File: src/rtl/pid_regs_pkg.sv
// Shared definitions for the SPI register bridge in front of the PID register file.
// Holds the register map, the command byte layout and the bridge FSM encoding.
package pid_regs_pkg;

    // Register map of the 16 x 16-bit PID register file
    localparam int unsigned REG_P     = 0;
    localparam int unsigned REG_I     = 1;
    localparam int unsigned REG_D     = 2;
    localparam int unsigned REG_SP    = 3;
    localparam int unsigned REG_PID_O = 14;
    localparam int unsigned REG_PWM_O = 15;

    // Command byte layout: {W, rsvd[2:0], addr[3:0]}
    localparam int unsigned CMD_W_BIT   = 7;
    localparam int unsigned CMD_RSVD_HI = 6;
    localparam int unsigned CMD_RSVD_LO = 4;
    localparam int unsigned CMD_ADDR_HI = 3;
    localparam int unsigned CMD_ADDR_LO = 0;
    localparam int unsigned CMD_ADDR_W  = CMD_ADDR_HI - CMD_ADDR_LO + 1;
    localparam int unsigned CMD_BITS    = 8;

    typedef enum logic [2:0] {
        StIdle,
        StCmd,
        StRdFetch,
        StRdShift,
        StWrShift,
        StDone
    } spi_state_e;

endpackage

File: src/rtl/spi_sync_edge.sv
// Synchronises the asynchronous SPI pins into the clk_in domain and produces
// single-cycle edge pulses for sclk and cs_n.
// Ports:
//   clk_in, reset          system clock, async active-low reset
//   sclk, cs_n, mosi       raw SPI pins
//   sclk_rise, sclk_fall   one-cycle pulses per synchronised sclk edge
//   cs_rise, cs_fall       one-cycle pulses per synchronised cs_n edge
//   cs_n_s, mosi_s         synchronised cs_n / mosi levels
module spi_sync_edge #(
    parameter int unsigned SYNC_STAGES = 2
) (
    input  logic clk_in,
    input  logic reset,
    input  logic sclk,
    input  logic cs_n,
    input  logic mosi,
    output logic sclk_rise,
    output logic sclk_fall,
    output logic cs_rise,
    output logic cs_fall,
    output logic cs_n_s,
    output logic mosi_s
);

    logic [SYNC_STAGES-1:0] sclk_sync_q;
    logic [SYNC_STAGES-1:0] cs_sync_q;
    logic [SYNC_STAGES-1:0] mosi_sync_q;
    logic                   sclk_prev_q;
    logic                   cs_prev_q;

    // cs_n resets high so a deasserted select does not look like a falling edge
    always_ff @(posedge clk_in or negedge reset) begin
        if (!reset) begin
            sclk_sync_q <= '0;
            cs_sync_q   <= '1;
            mosi_sync_q <= '0;
            sclk_prev_q <= 1'b0;
            cs_prev_q   <= 1'b1;
        end else begin
            sclk_sync_q <= {sclk_sync_q[SYNC_STAGES-2:0], sclk};
            cs_sync_q   <= {cs_sync_q[SYNC_STAGES-2:0], cs_n};
            mosi_sync_q <= {mosi_sync_q[SYNC_STAGES-2:0], mosi};
            sclk_prev_q <= sclk_sync_q[SYNC_STAGES-1];
            cs_prev_q   <= cs_sync_q[SYNC_STAGES-1];
        end
    end

    assign sclk_rise = sclk_sync_q[SYNC_STAGES-1] & ~sclk_prev_q;
    assign sclk_fall = ~sclk_sync_q[SYNC_STAGES-1] & sclk_prev_q;
    assign cs_rise   = cs_sync_q[SYNC_STAGES-1] & ~cs_prev_q;
    assign cs_fall   = ~cs_sync_q[SYNC_STAGES-1] & cs_prev_q;
    assign cs_n_s    = cs_sync_q[SYNC_STAGES-1];
    assign mosi_s    = mosi_sync_q[SYNC_STAGES-1];

endmodule

File: src/rtl/spi_reg_bridge.sv
// SPI mode-0 slave giving a host read/write access to the PID register file.
// Frame: command byte {W, rsvd[2:0], addr[3:0]} followed by a 16-bit data word,
// MSB first. Everything runs on clk_in; the SPI pins are oversampled.
// Ports:
//   clk_in, reset       system clock (>= 8x sclk), async active-low reset
//   sclk, cs_n, mosi    SPI inputs from the host
//   miso                SPI output to the host, 0 outside a read data phase
//   write_enable        one-cycle write strobe with w_addr / w_data
//   r_addr, r_data_i    read address out, registered read data back (1 clk later)
//   frame_err           one-cycle pulse on aborted or malformed frame
module spi_reg_bridge
    import pid_regs_pkg::*;
#(
    parameter int unsigned DATA_W      = 16,
    parameter int unsigned ADDR_W      = 8,
    parameter int unsigned SYNC_STAGES = 2
) (
    input  logic              clk_in,
    input  logic              reset,
    input  logic              sclk,
    input  logic              cs_n,
    input  logic              mosi,
    output logic              miso,
    output logic              write_enable,
    output logic [ADDR_W-1:0] w_addr,
    output logic [DATA_W-1:0] w_data,
    output logic [ADDR_W-1:0] r_addr,
    input  logic [DATA_W-1:0] r_data_i,
    output logic              frame_err
);

    localparam int unsigned CNT_W = $clog2(DATA_W + 1);
    localparam logic [CNT_W-1:0] LAST_CMD_BIT  = CNT_W'(CMD_BITS - 1);
    localparam logic [CNT_W-1:0] LAST_DATA_BIT = CNT_W'(DATA_W - 1);
    localparam logic [CNT_W-1:0] WR_COMMIT     = CNT_W'(DATA_W);

    logic sclk_rise, sclk_fall, cs_rise, cs_fall, cs_n_s, mosi_s;

    spi_sync_edge #(
        .SYNC_STAGES (SYNC_STAGES)
    ) u_sync (
        .clk_in    (clk_in),
        .reset     (reset),
        .sclk      (sclk),
        .cs_n      (cs_n),
        .mosi      (mosi),
        .sclk_rise (sclk_rise),
        .sclk_fall (sclk_fall),
        .cs_rise   (cs_rise),
        .cs_fall   (cs_fall),
        .cs_n_s    (cs_n_s),
        .mosi_s    (mosi_s)
    );

    spi_state_e              state_q, state_d;
    logic [CNT_W-1:0]        bit_cnt_q, bit_cnt_d;
    logic [DATA_W-1:0]       rx_q, rx_d;
    logic [DATA_W-1:0]       tx_q, tx_d;
    logic [CMD_ADDR_W-1:0]   addr_q, addr_d;
    logic                    fetch_wait_q, fetch_wait_d;
    logic                    first_fall_q, first_fall_d;
    logic [ADDR_W-1:0]       w_addr_q, w_addr_d;
    logic [ADDR_W-1:0]       r_addr_q, r_addr_d;
    logic [DATA_W-1:0]       w_data_q, w_data_d;
    logic                    we_q, we_d;
    logic                    err_q, err_d;
    logic [CMD_BITS-1:0]     cmd_byte;
    logic [DATA_W-1:0]       rx_shifted;

    // Value the shift register holds once the bit arriving this cycle is included
    assign rx_shifted = {rx_q[DATA_W-2:0], mosi_s};
    assign cmd_byte   = rx_shifted[CMD_BITS-1:0];

    always_comb begin
        state_d      = state_q;
        bit_cnt_d    = bit_cnt_q;
        rx_d         = rx_q;
        tx_d         = tx_q;
        addr_d       = addr_q;
        fetch_wait_d = fetch_wait_q;
        first_fall_d = first_fall_q;
        w_addr_d     = w_addr_q;
        r_addr_d     = r_addr_q;
        w_data_d     = w_data_q;
        we_d         = 1'b0;
        err_d        = 1'b0;

        unique case (state_q)
            StIdle: begin
                if (cs_fall) begin
                    state_d   = StCmd;
                    bit_cnt_d = '0;
                    rx_d      = '0;
                end
            end

            StCmd: begin
                if (cs_rise) begin
                    err_d   = 1'b1;
                    state_d = StIdle;
                end else if (sclk_rise) begin
                    rx_d      = rx_shifted;
                    bit_cnt_d = bit_cnt_q + 1'b1;
                    if (bit_cnt_q == LAST_CMD_BIT) begin
                        addr_d    = cmd_byte[CMD_ADDR_HI:CMD_ADDR_LO];
                        bit_cnt_d = '0;
                        rx_d      = '0;
                        if (cmd_byte[CMD_RSVD_HI:CMD_RSVD_LO] != '0) begin
                            err_d   = 1'b1;
                            state_d = StDone;
                        end else if (cmd_byte[CMD_W_BIT]) begin
                            state_d = StWrShift;
                        end else begin
                            r_addr_d     = ADDR_W'(cmd_byte[CMD_ADDR_HI:CMD_ADDR_LO]);
                            fetch_wait_d = 1'b0;
                            first_fall_d = 1'b0;
                            state_d      = StRdFetch;
                        end
                    end
                end
            end

            // One cycle for r_addr to reach memory, one for its read register
            StRdFetch: begin
                if (cs_rise) begin
                    err_d   = 1'b1;
                    state_d = StIdle;
                end else if (!fetch_wait_q) begin
                    fetch_wait_d = 1'b1;
                end else begin
                    tx_d    = r_data_i;
                    state_d = StRdShift;
                end
            end

            // First falling edge presents tx[MSB]; later ones shift
            StRdShift: begin
                if (cs_rise) begin
                    err_d   = 1'b1;
                    state_d = StIdle;
                end else begin
                    if (sclk_fall) begin
                        if (!first_fall_q) begin
                            first_fall_d = 1'b1;
                        end else begin
                            tx_d = {tx_q[DATA_W-2:0], 1'b0};
                        end
                    end
                    if (sclk_rise) begin
                        bit_cnt_d = bit_cnt_q + 1'b1;
                        if (bit_cnt_q == LAST_DATA_BIT) begin
                            state_d = StDone;
                        end
                    end
                end
            end

            // bit_cnt == DATA_W marks the commit cycle after the last bit; an abort
            // seen together with the last bit wins because it is checked first there.
            StWrShift: begin
                if (bit_cnt_q == WR_COMMIT) begin
                    w_addr_d = ADDR_W'(addr_q);
                    w_data_d = rx_q;
                    we_d     = 1'b1;
                    state_d  = StDone;
                end else if (cs_rise) begin
                    err_d   = 1'b1;
                    state_d = StIdle;
                end else if (sclk_rise) begin
                    rx_d      = rx_shifted;
                    bit_cnt_d = bit_cnt_q + 1'b1;
                end
            end

            // Level check so a deselect is never missed
            StDone: begin
                if (cs_n_s) begin
                    state_d = StIdle;
                end
            end

            default: begin
                state_d = StIdle;
            end
        endcase
    end

    always_ff @(posedge clk_in or negedge reset) begin
        if (!reset) begin
            state_q      <= StIdle;
            bit_cnt_q    <= '0;
            rx_q         <= '0;
            tx_q         <= '0;
            addr_q       <= '0;
            fetch_wait_q <= 1'b0;
            first_fall_q <= 1'b0;
            w_addr_q     <= '0;
            r_addr_q     <= '0;
            w_data_q     <= '0;
            we_q         <= 1'b0;
            err_q        <= 1'b0;
        end else begin
            state_q      <= state_d;
            bit_cnt_q    <= bit_cnt_d;
            rx_q         <= rx_d;
            tx_q         <= tx_d;
            addr_q       <= addr_d;
            fetch_wait_q <= fetch_wait_d;
            first_fall_q <= first_fall_d;
            w_addr_q     <= w_addr_d;
            r_addr_q     <= r_addr_d;
            w_data_q     <= w_data_d;
            we_q         <= we_d;
            err_q        <= err_d;
        end
    end

    assign miso = (state_q == StRdShift) && first_fall_q && !cs_n_s ? tx_q[DATA_W-1] : 1'b0;
    assign write_enable = we_q;
    assign w_addr       = w_addr_q;
    assign w_data       = w_data_q;
    assign r_addr       = r_addr_q;
    assign frame_err    = err_q;

endmodule

File: config.mk
export PLATFORM = sky130hd
export DESIGN_NAME = spi_reg_bridge
export DESIGN_NICKNAME = d
export VERILOG_FILES = /design/src/rtl/pid_regs_pkg.sv /design/src/rtl/spi_sync_edge.sv /design/src/rtl/spi_reg_bridge.sv
export SDC_FILE = /design/constraint.sdc
export NUM_CORES = 1
export LEC_CHECK = 0
export CAP_MARGIN = 20
export CELL_PAD_IN_SITES_DETAIL_PLACEMENT = 0
export CELL_PAD_IN_SITES_GLOBAL_PLACEMENT = 1
export CORE_MARGIN = 10
export CORE_UTILIZATION = 43
export CTS_BUF_LIST = sky130_fd_sc_hd__clkbuf_8 sky130_fd_sc_hd__clkbuf_16
export DETAILED_ROUTE_END_ITERATION = 7
export PLACE_DENSITY_LB_ADDON = 0.1
export SKIP_LAST_GASP = 1
export SLEW_MARGIN = 20
export SYNTH_ARGS = -nofsm -noshare
export SYNTH_HDL_FRONTEND = slang
export SYNTH_SLANG_ARGS = --single-unit
File: constraint.sdc
create_clock -name clk_in -period 2.4 [get_ports clk_in]
set_clock_uncertainty 0.1 [all_clocks]
set_input_delay 0.24 -clock clk_in [delete_from_list [all_inputs] [get_ports clk_in]]
set_output_delay 0.24 -clock clk_in [all_outputs]
set_load 0.01 [all_outputs]
==> metrics.csv, run 1 <==
stage,metric,value,unit
status,status,"complete, no violations",
power_and_ir_drop,pwr dens,975,nW/um2
critical_path,critical path capture point type,output pin,
clock_tree,CTS tree,yes,
critical_path,worst path cell trace,"and2b_4, nand2_1, nor3_1, dlygate4sd2_1",
critical_path,Critical Path Fanout Max,6,
grt,initial antenna violation count,0,
clock_tree,clock root buffer,clkbuf_8,
critical_path,CP max-delay cell,dfrtp_1,
power_and_ir_drop,Lkg Pwr,1.94,nW
detailed_routing,DRC Markers,0,
critical_path,crit path DAT,1.78,ns
yosys,Synth Flop Type,dfrtp_1,
finish,multi-input combinational cell area,1400,um2
sta,Slew Limit Fails,0,
sta,worst rel slew slack,55.8,%
yosys,Area contributors post-synth,"dfrtp_1, mux2_2, mux2i_1",
grt,GRT Resource Usage Total,11.4,%
yosys,ys async rst share,100,%
grt,number of global-route vias before repair,2353,
sta,"Setup violations, final",0,
critical_path,WP depth,4,
detailed_routing,Final ANT Viol Nets,0,
critical_path,reg-to-reg endpoint,state_q[2]$_DFFE_PN0P_,
min_path,worst min path class,in2reg,
critical_path,Critical Path Max Stage Delay,0.43,ns
floorplan,Starting Density,45.0,%
yosys,Mapped Area,3530,um2
clock_tree,Clock transition at path regs,0.08,ns
yosys,"FF+latch count, synth",80,
sta,Worst-Margin Slew,0.663,ns
sta,fmax,472,MHz
finish,Final #Nets,364,
critical_path,worst path bufs/invs,1,
place,routability congestion estimate from global placement,0.798,
sta,unrepaired setup endpoints after global routing,no,
yosys,"count leader, synth",dfrtp_1,
grt,first-pass GRT wire length,11.9,mm
clock_tree,"Setup Fix Bufs, Post-CTS",0,
clock_tree,CTS max path bufs,2,
critical_path,"Req. time, crit path",2.06,ns
min_path,Hold EP,u_sync.cs_sync_q[0]$_DFF_PN1_,
power_and_ir_drop,Worst VDD drop,455,uV
clock_tree,H-tree levels,3,
yosys,Synth cell types,51,
sta,Final period util,88.3,%
floorplan,core footprint,7850,um2
floorplan,row count,32,
yosys,Yosys top cell area share,54.6,%
critical_path,Crit Path Category,reg2out,
detailed_routing,wire length per cell,15.5,um
yosys,Yosys top cell by area,dfrtp_1,
detailed_routing,via count,2282,
yosys,Post-synth EDFFs,0,
yosys,fraction of the yosys area taken by sequential cells,56.8,%
finish,fin cells,447,
yosys,Mapped Cells,285,
floorplan,die height,111,um
critical_path,r2r worst-path depth,8,
critical_path,crit path launch type,flip-flop,
grt,largest net degree at the start of global routing,47,
detailed_routing,Via density,5.11,
detailed_routing,drt pass-1 iters,4,
finish,Reg area,2010,um2
critical_path,reg2reg start,bit_cnt_q[0]$_DFFE_PN0P_,
finish,synth-to-layout area growth,22.2,%
floorplan,Die W,111,um
sta,final setup TNS,0,ns
finish,filler cell count,704,
clock_tree,clock sinks,80,
place,I/O Buffers,47,
critical_path,Reg2Reg Setup Slack,0.31,ns
min_path,min-delay src,cs_n,
sta,min Tclk post-route,2.12,ns
yosys,top cells by instance count after synthesis,"dfrtp_1, mux2_2, nor2_1",
clock_tree,Clock Latency Late Sink,0.35,ns
yosys,Avg Inst Size Synth,12.4,um2
min_path,Min-Delay Path Depth,1,
grt,total grt overflow,0,
place,Final HPWL DP,4.81,mm
clock_tree,clock buffers created by TritonCTS,9,
finish,layout cells sized above 1,20.6,%
place,Placed Instances,430,
sta,Final Hold Fails,0,
floorplan,Die ar.,12200,um2
floorplan,number of top-level pins,56,
detailed_routing,total wire length,6.93,mm
detailed_routing,detailed router's first-iteration violation count,70,
critical_path,cell family with most CP delay,simple AND/OR/NAND/NOR gates,
finish,n_diodes,0,
yosys,Yosys warnings,0,
run,maxcap violations,0,
-- flip-flops by register name, summed over array words and instances (netlist names), 2 cells and up --
name and count:
u_sync.sclk_sync_q 2, u_sync.mosi_sync_q 2, w_data 16, state_q 3, u_sync.cs_sync_q 2, w_addr 4, rx_q 16, bit_cnt_q 5
addr_q 4, r_addr 4, tx_q 16
-- routing by layer --
metal  share of wire, %  vias to the layer above  global-route usage (%)
met2                 44                       48                    15.9
li1                   -                     1111                       -
met4               0.89                        0                    3.37
met5                  0                        -                       0
met3                6.4                        6                    5.19
met1                 48                     1117                    15.4
-- area by class of cell --
type,instances,area share (%)
multi-input cells,185,32.5
flip-flops and latches,80,46.5
clock buffers,10,3.19
repair buffers,56,12.7
inverters,8,0.696
clock inverters,6,1.42
well taps,102,2.96
-- timing repair --
| action | CTS | global route |
|---|---|---|
| resized for setup | 1 | 0 |
| hold endpoints to repair | 45 | 0 |
| hold buffers | 1 | 0 |
| setup endpoints to repair | 1 | 0 |
-- worst max path at each step --
stage / from / to
after floorplan: bit_cnt_q[0]$_DFFE_PN0P_ / state_q[2]$_DFFE_PN0P_
after global placement: bit_cnt_q[0]$_DFFE_PN0P_ / state_q[2]$_DFFE_PN0P_
after detailed placement: state_q[1]$_DFFE_PN0P_ / rx_q[13]$_DFFE_PN0P_
after CTS: state_q[2]$_DFFE_PN0P_ / miso
after global routing: state_q[1]$_DFFE_PN0P_ / rx_q[6]$_DFFE_PN0P_
final: state_q[2]$_DFFE_PN0P_ / miso
-- power breakdown --
group / internal, mW / total, mW / switching, mW
logic: 0.591 / 1.33 / 0.743
registers: 1.63 / 1.89 / 0.252
clock network: 0.505 / 0.984 / 0.479
-- cell families after synthesis --
logic type,count (synthesis),share of synthesized area [%]
flip-flops,80,56.8
AND/OR/NAND/NOR,69,11.0
AO/OA/AOI/OAI,61,13.3
multiplexers,44,13.5
buffers and inverters,27,4.18
adder cells (fa/ha/maj),3,1.06
other,1,0.106
-- per-stage QoR --
stage               cell area, um2  hold WS [ns]  total power, mW  setup slack (ns)  util [%]
global route                  4310         0.165             4.52             0.126      55.0
detailed placement            4110         0.200             3.25             0.317      52.3
finish                        4310         0.188             4.20             0.280      55.0
global placement              4110         0.202             3.23             0.330      52.3
CTS                           4310         0.164             4.26             0.252      55.0
floorplan                     3560        -0.156             2.92             0.458         -
-- worst reg2reg max path, cell delays in order (launching register included) --
cell,delay (ns)
dfrtp_1,0.43
ha_1,0.26
and3_1,0.19
ha_1,0.18
nor3b_1,0.18
o21ai_0,0.14
o211ai_2,0.11
o21ai_2,0.10
mux2_1,0.31
-- cells in the final DEF, fill, tap and decap left out, drive strengths merged, types with 2 or more instances in the layout --
| cell type | synthesis | final |
|---|---|---|
| dfrtp | 77 | 77 |
| clkdlybuf4s50 | 0 | 45 |
| mux2 | 29 | 29 |
| nor2 | 27 | 27 |
| a21oi | 19 | 19 |
| a22o | 16 | 16 |
| mux2i | 15 | 15 |
| nand2 | 11 | 11 |
| clkbuf | 2 | 10 |
| inv | 8 | 9 |
| buf | 17 | 9 |
| conb | 1 | 8 |
| nor3 | 6 | 6 |
| nor3b | 5 | 5 |
| o21ai | 5 | 5 |
| nand3 | 4 | 4 |
| nand2b | 4 | 4 |
| clkinv | 0 | 4 |
| o31ai | 3 | 3 |
| ha | 3 | 3 |
| dfstp | 3 | 3 |
| and2b | 3 | 3 |
| o21bai | 3 | 3 |
| a32o | 2 | 2 |
| o211ai | 2 | 2 |
| a2bb2oi | 2 | 2 |
| nor2b | 2 | 2 |
| a21o | 2 | 2 |
| nand4bb | 2 | 2 |
| a211oi | 2 | 2 |
Power figures use the tool's default switching activity.
==> run 2: changes to the inputs <==
--- a/config.mk
+++ b/config.mk
@@ -6,15 +6,13 @@
 export NUM_CORES = 1
 export LEC_CHECK = 0
 export CAP_MARGIN = 20
-export CELL_PAD_IN_SITES_DETAIL_PLACEMENT = 0
-export CELL_PAD_IN_SITES_GLOBAL_PLACEMENT = 1
 export CORE_MARGIN = 10
-export CORE_UTILIZATION = 43
+export CORE_UTILIZATION = 54
 export CTS_BUF_LIST = sky130_fd_sc_hd__clkbuf_8 sky130_fd_sc_hd__clkbuf_16
 export DETAILED_ROUTE_END_ITERATION = 7
-export PLACE_DENSITY_LB_ADDON = 0.1
+export PLACE_DENSITY = 0.8
 export SKIP_LAST_GASP = 1
-export SLEW_MARGIN = 20
 export SYNTH_ARGS = -nofsm -noshare
 export SYNTH_HDL_FRONTEND = slang
+export SYNTH_HIERARCHICAL = 1
 export SYNTH_SLANG_ARGS = --single-unit
==> run 2 against run 1 <==
Effect of this change: global-route usage grew 3.0 points; sequential power shrank 8%; via count grew 11%; first-iteration DRC count grew 26%; highest routed layer unchanged; register-to-register slack lost 0.16 ns; largest cell class unchanged; sequential share of layout area shrank 1.0 points; count of clock-buffer cells in the layout grew 1; power shrank 7.6%.
==> metrics.csv, run 2 <==
stage,metric,value,unit,change
clock_tree,clock sinks,80,,unchanged
detailed_routing,total wire length,7.13,mm,+2.8%
power_and_ir_drop,switch share,34.0,%,-1.1 points
sta,min Tclk post-route,2.25,ns,+0.126 ns
sta,Slew Limit Fails,0,,unchanged
yosys,Area contributors post-synth,"dfrtp_1, mux2i_1, mux2_2",,
critical_path,crit path launch type,flip-flop,,
clock_tree,clock buffers created by TritonCTS,9,,unchanged
yosys,Synth cell types,49,,-3.9%
run,maxcap violations,0,,unchanged
floorplan,core footprint,6460,um2,-18%
detailed_routing,via count,2525,,+11%
clock_tree,CTS tree,yes,,
yosys,Yosys top cell area share,52.8,%,-1.7 points
yosys,fraction of the yosys area taken by sequential cells,55.0,%,-1.8 points
yosys,Mapped Area,3650,um2,+3.3%
yosys,Yosys top cell by area,dfrtp_1,,
grt,initial antenna violation count,0,,unchanged
critical_path,Critical Path Max Stage Delay,0.45,ns,+0.02 ns
min_path,worst min path class,in2reg,,
sta,fmax,445,MHz,-5.6%
power_and_ir_drop,Net Sw Power,1.32,mW,-11%
power_and_ir_drop,clock network fraction of total power,23.2,%,-0.2 points
yosys,Mapped Cells,336,,+18%
yosys,Yosys warnings,6,,+6
critical_path,critical path capture point type,flip-flop,,
floorplan,Die ar.,10400,um2,-15%
sta,unrepaired setup endpoints after global routing,no,,
sta,"Setup violations, final",0,,unchanged
detailed_routing,Via density,5.35,,+4.8%
finish,n_diodes,0,,unchanged
finish,Final #Nets,414,,+14%
yosys,"count leader, synth",dfrtp_1,,
critical_path,worst path cell trace,"ha_1, nor4bb_2, o211ai_1, a221oi_1, mux2_2",,
critical_path,crit path DAT,2.37,ns,+0.59 ns
power_and_ir_drop,pwr dens,880,nW/um2,-9.7%
finish,"commonest cells after routing, fill and taps aside","dfrtp_1, clkdlybuf4s50_1, nand2_1",,
clock_tree,CTS max path bufs,2,,unchanged
yosys,Avg Inst Size Synth,10.9,um2,-12%
detailed_routing,wire length per cell,15.1,um,-2.6%
finish,final core occ,68.3,%,+13 points
finish,synth-to-layout area growth,21.0,%,
place,Post-DP Area,4210,um2,+2.4%
clock_tree,Clock Latency Late Sink,0.34,ns,about the same
sta,Final period util,93.6,%,+5.2 points
yosys,top cells by instance count after synthesis,"dfrtp_1, nand2_1, mux2i_1",,
floorplan,Starting Density,56.5,%,+11 points
grt,GRT Resource Usage Total,14.4,%,+3.0 points
place,I/O Buffers,47,,unchanged
finish,multi-input combinational cell area,1440,um2,+2.6%
sta,Final Hold Fails,0,,unchanged
power_and_ir_drop,Worst VDD drop,608,uV,+34%
clock_tree,clock root buffer,clkbuf_8,,
detailed_routing,drt pass-1 iters,4,,unchanged
grt,largest net degree at the start of global routing,47,,unchanged
grt,first-pass GRT wire length,11.9,mm,+0.35%
detailed_routing,DRC Markers,0,,unchanged
floorplan,die height,102,um,-7.6%
critical_path,Crit Path Category,reg2reg,,
status,status,"complete, no violations",,
grt,number of global-route vias before repair,2506,,+6.5%
place,routability congestion estimate from global placement,0.936,,+17%
sta,hold_ws,0.218,ns,+0.0305 ns
floorplan,Die W,102,um,-7.6%
grt,total grt overflow,0,,unchanged
detailed_routing,Final ANT Viol Nets,0,,unchanged
power_and_ir_drop,Comb pwr share,31.8,%,about the same
sta,final setup TNS,0,ns,unchanged
critical_path,Critical Path Fanout Max,5,,-1
yosys,ys async rst share,100,%,unchanged
finish,Reg area,2010,um2,unchanged
yosys,"FF+latch count, synth",80,,unchanged
floorplan,number of top-level pins,56,,unchanged
finish,layout cells sized above 1,14.9,%,-5.6 points
finish,filler cell count,495,,-30%
floorplan,row count,29,,-9.4%
yosys,Post-synth EDFFs,0,,unchanged
finish,"Non-Filler Cell Area, Final",4410,um2,+2.3%
clock_tree,H-tree levels,3,,unchanged
yosys,Synth Flop Type,dfrtp_1,,
power_and_ir_drop,Lkg Pwr,2.00,nW,+2.7%
critical_path,CP max-delay cell,a221oi_1,,
detailed_routing,detailed router's first-iteration violation count,88,,+26%
power_and_ir_drop,cell-internal power,2.56,mW,-6.1%
finish,"most common cell after layout, fill and taps aside",dfrtp_1,,
clock_tree,Clock transition at path regs,0.08,ns,about the same
place,Final HPWL DP,5.13,mm,+6.6%
critical_path,"Req. time, crit path",2.52,ns,+0.46 ns
power_and_ir_drop,Flop pwr share,44.9,%,about the same
-- run 2: cell count changes in the layout (fill, tap and decap cells not counted), sizes merged, moves of 3 or more --
cell	change
mux2	-14
a22o	-14
inv	+17
or3b	+3
nand2	+26
or3	+3
nor3	-3
o21bai	-3
buf	+3
o21ai	+18
mux2i	+15
-- run 2: stage by stage --
stage / power, mW / std cells / worst slack, ns
after floorplan: 2.66 / 343 / 0.293
after global placement: 2.92 / 454 / 0.264
after detailed placement: 2.97 / 454 / 0.0861
after CTS: 3.89 / 471 / 0.0699
after global routing: 4.14 / 472 / 0.0409
final: 3.88 / 472 / 0.154
-- run 2: cell type report --
cell class	count	share of cell area (%)
Sequential cell	80	45.5
Multi-Input combinational cell	216	32.6
Timing Repair Buffer	59	13.6
Clock buffer	11	3.43
Tap cell	77	2.18
Inverter	24	2.04
Clock inverter	5	0.709
-- run 2: power by group through the flow --
stage / clock [mW] / combinational [mW] / sequential [mW]
after global routing: 0.984 / 1.37 / 1.78
after global placement: 0 / 1.17 / 1.75
after floorplan: 0 / 0.948 / 1.71
final: 0.903 / 1.24 / 1.74
after CTS: 0.925 / 1.22 / 1.74
after detailed placement: 0 / 1.21 / 1.77
-- run 2: what timing repair did --
action                                  in CTS  in global routing
endpoints found under the hold margin       34                  0
resized for setup                            0                  1
endpoints found under the setup margin       0                  2
hold buffers                                 1                  0
setup buffers                                0                  0
-- run 2: per-layer routing --
metal | up-vias | part of all wire (%) | GRT usage [%]
li1 | 1228 | - | -
met1 | 1217 | 46 | 18.4
met2 | 65 | 47 | 22.7
met3 | 15 | 4.8 | 3.17
met4 | 0 | 2.4 | 7.05
met5 | - | 0 | 0
-- run 2: final timing paths --
kind                       cells past startpoint                       startpoint                               to  slack (ns)
min in group asynchronous                      2                            reset           w_data[13]$_DFFE_PN0P_        0.28
min reg2reg                                    0  u_sync/sclk_sync_q[0]$_DFF_PN0_  u_sync/sclk_sync_q[1]$_DFF_PN0_        0.25
max                                            5         bit_cnt_q[1]$_DFFE_PN0P_           state_q[2]$_DFFE_PN0P_        0.15
max in group asynchronous                      3                            reset    u_sync/cs_sync_q[0]$_DFF_PN1_        1.28
min                                            1                             cs_n    u_sync/cs_sync_q[0]$_DFF_PN1_        0.22
max reg2reg                                    5         bit_cnt_q[1]$_DFFE_PN0P_           state_q[2]$_DFFE_PN0P_        0.15
-- run 2: cells by family (layout without fill, tap and decap cells) --
group / count (synthesis) / count (layout) / share of synthesized area [%]
simple gates: 102 / 102 / 14.8
flops: 80 / 80 / 55.0
compound gates: 58 / 58 / 9.75
buf+inv: 47 / 99 / 6.42
mux: 45 / 45 / 12.9
fa+ha+maj: 3 / 3 / 1.03
other cells: 1 / 8 / 0.103
-- run 2: critical path, delay by kind of cell (launching register included) --
family | cells | cell delay, ns
fa+ha+maj | 1 | 0.24
compound gates | 2 | 0.64
mux | 1 | 0.39
flops | 1 | 0.40
simple gates | 1 | 0.37
==> run 3: changes to the inputs <==
--- a/config.mk
+++ b/config.mk
@@ -5,7 +5,7 @@
 export SDC_FILE = /design/constraint.sdc
 export NUM_CORES = 1
 export LEC_CHECK = 0
-export CAP_MARGIN = 20
+export CAP_MARGIN = 40
 export CORE_MARGIN = 10
 export CORE_UTILIZATION = 54
 export CTS_BUF_LIST = sky130_fd_sc_hd__clkbuf_8 sky130_fd_sc_hd__clkbuf_16
==> run 3 against run 2 <==
Effect of this change: core utilization is 0.31 points higher; routed wire length down 0.14%; flip-flop and latch count stayed put; final cell count did not move; worst hold slack better by 0.0082 ns; maximum frequency rose by 0.50%; via count is 0.32% higher; die area unchanged; count of clock-buffer cells in the layout is 1 lower; critical endpoint unchanged; highest routed layer unchanged.
==> metrics.csv, run 3 (same netlist as run 2, synthesis figures left out) <==
stage,metric,value,unit,change
power_and_ir_drop,Comb pwr share,31.1,%,-0.7 points
finish,"commonest cells after routing, fill and taps aside","dfrtp_1, clkdlybuf4s50_1, nand2_1",,
sta,"Setup violations, final",0,,unchanged
floorplan,Starting Density,56.5,%,unchanged
critical_path,Critical Path Max Stage Delay,0.45,ns,about the same
floorplan,number of top-level pins,56,,unchanged
finish,synth-to-layout area growth,21.6,%,
place,routability congestion estimate from global placement,0.936,,unchanged
critical_path,r2r worst-path depth,5,,unchanged
sta,unrepaired setup endpoints after global routing,no,,
run,maxcap violations,0,,unchanged
finish,final core occ,68.6,%,+0.31 points
power_and_ir_drop,Lkg Pwr,2.00,nW,+0.11%
floorplan,core footprint,6460,um2,unchanged
sta,worst rel slew slack,56.3,%,
power_and_ir_drop,clock network fraction of total power,25.1,%,+1.9 points
sta,fmax,447,MHz,+0.50%
floorplan,Die ar.,10400,um2,unchanged
sta,final setup TNS,0,ns,unchanged
detailed_routing,wire length per cell,15.1,um,-0.14%
clock_tree,clock sinks,80,,unchanged
sta,setup ws final,0.165,ns,+0.0111 ns
clock_tree,CTS max path bufs,2,,unchanged
critical_path,reg-to-reg endpoint,state_q[2]$_DFFE_PN0P_,,
grt,GRT Resource Usage Total,14.5,%,+0.057 points
clock_tree,Clock Latency Late Sink,0.34,ns,about the same
sta,Slew Limit Fails,0,,unchanged
power_and_ir_drop,pwr dens,899,nW/um2,+2.2%
critical_path,Worst setup startpoint,bit_cnt_q[1]$_DFFE_PN0P_,,
grt,largest net degree at the start of global routing,47,,unchanged
critical_path,Setup crit end,state_q[2]$_DFFE_PN0P_,,
floorplan,row count,29,,unchanged
place,Placed Instances,455,,+0.22%
floorplan,Die W,102,um,unchanged
floorplan,die height,102,um,unchanged
power_and_ir_drop,switch share,33.6,%,-0.35 points
min_path,worst min path class,in2reg,,
grt,first-pass GRT wire length,12.2,mm,+2.0%
sta,Final period util,93.1,%,-0.46 points
clock_tree,clock root buffer,clkbuf_8,,
clock_tree,Clock transition at path regs,0.08,ns,about the same
power_and_ir_drop,Worst VDD drop,691,uV,+14%
clock_tree,clock buffers created by TritonCTS,9,,unchanged
status,status,"complete, no violations",,
clock_tree,H-tree levels,3,,unchanged
detailed_routing,drt pass-1 iters,4,,unchanged
critical_path,Crit Path Category,reg2reg,,
critical_path,reg2reg start,bit_cnt_q[1]$_DFFE_PN0P_,,
critical_path,"Req. time, crit path",2.52,ns,about the same
sta,Final Hold Fails,0,,unchanged
detailed_routing,Via density,5.37,,+0.32%
finish,Final #Nets,414,,unchanged
critical_path,CP max-delay cell,a221oi_1,,
finish,"most common cell after layout, fill and taps aside",dfrtp_1,,
sta,Worst-Margin Slew,0.651,ns,
detailed_routing,DRC Markers,0,,unchanged
detailed_routing,via count,2533,,+0.32%
place,I/O Buffers,47,,unchanged
detailed_routing,total wire length,7.12,mm,-0.14%
detailed_routing,detailed router's first-iteration violation count,133,,+51%
finish,fin cells,472,,unchanged
critical_path,Reg2Reg Setup Slack,0.17,ns,about the same
power_and_ir_drop,Flop pwr share,43.8,%,-1.1 points
power_and_ir_drop,cell-internal power,2.65,mW,+3.2%
power_and_ir_drop,Net Sw Power,1.34,mW,+1.6%
critical_path,worst path cell trace,"ha_1, nor4bb_2, o211ai_1, a221oi_1, mux2_2",,
place,dpl ws,0.101,ns,+0.0147 ns
grt,number of global-route vias before repair,2531,,+1.0%
clock_tree,CTS tree,yes,,
critical_path,crit path launch type,flip-flop,,
grt,initial antenna violation count,0,,unchanged
finish,layout cells sized above 1,15.2,%,+0.25 points
critical_path,critical path capture point type,flip-flop,,
finish,n_diodes,0,,unchanged
grt,total grt overflow,0,,unchanged
sta,min Tclk post-route,2.23,ns,-0.0111 ns
place,Final HPWL DP,5.21,mm,+1.5%
detailed_routing,Final ANT Viol Nets,0,,unchanged
critical_path,Critical Path Fanout Max,5,,unchanged
critical_path,crit path DAT,2.35,ns,-0.02 ns
==> run 3: cell type report <==
class	count	area (um2)
clock buffers	10	138
clock inverters	6	65.1
fillers	505	2030
inverters	24	90.1
multi-input cells	216	1440
flip-flops and latches	80	2010
well taps	77	96.3
repair buffers	59	598
==> run 3: power by group through the flow <==
stage | clock network, mW | logic [mW] | registers [mW]
3_3_place_gp | 0 | 1.17 | 1.75
5_1_grt | 1.08 | 1.38 | 1.78
6_report | 1.00 | 1.24 | 1.75
2_1_floorplan | 0 | 0.948 | 1.71
3_5_place_dp | 0 | 1.23 | 1.77
4_1_cts | 1.02 | 1.24 | 1.74
==> run 3: through the flow <==
step                      instance area, um2  hold slack, ns  power [mW]
final                                   4430           0.226        3.99
after global routing                    4430           0.211        4.24
after CTS                               4430           0.214        4.00
after detailed placement                4210           0.120        3.00
after global placement                  4210           0.118        2.92
after floorplan                         3670          -0.156        2.66
==> run 3: routing by layer <==
metal,track usage (%),vias to the layer above,routed length [um]
li1,-,1228,-
met1,19.1,1227,3280
met2,22.2,69,3320
met3,3.78,9,408
met4,5.86,0,106
met5,0,-,0
==> run 3: worst min-delay path by stage <==
| stage | from | cells after the start | slack (ns) | endpoint |
|---|---|---|---|---|
| floorplan | reset | 0 | -0.16 | addr_q[0]$_DFFE_PN0P_ |
| global placement | reset | 1 | 0.12 | w_data[13]$_DFFE_PN0P_ |
| detailed placement | reset | 1 | 0.12 | w_data[13]$_DFFE_PN0P_ |
| CTS | cs_n | 1 | 0.21 | u_sync/cs_sync_q[0]$_DFF_PN1_ |
| global route | cs_n | 1 | 0.21 | u_sync/cs_sync_q[0]$_DFF_PN1_ |
| finish | cs_n | 1 | 0.23 | u_sync/cs_sync_q[0]$_DFF_PN1_ |
==> run 3: what timing repair did <==
action / in CTS / in global routing
setup endpoints to repair: 0 / 2
endpoints found under the hold margin: 34 / 0
buffers inserted: 0 / 0
hold buffers: 1 / 0
resized for setup: 0 / 1
==> run 3: worst max-delay path, delay by kind of cell, from the launching register on <==
| kind | cells | cell delay [ns] |
|---|---|---|
| AND/OR/NAND/NOR | 1 | 0.37 |
| adder cells (fa/ha/maj) | 1 | 0.24 |
| flip-flops | 1 | 0.40 |
| multiplexers | 1 | 0.39 |
| AO/OA/AOI/OAI | 2 | 0.63 |
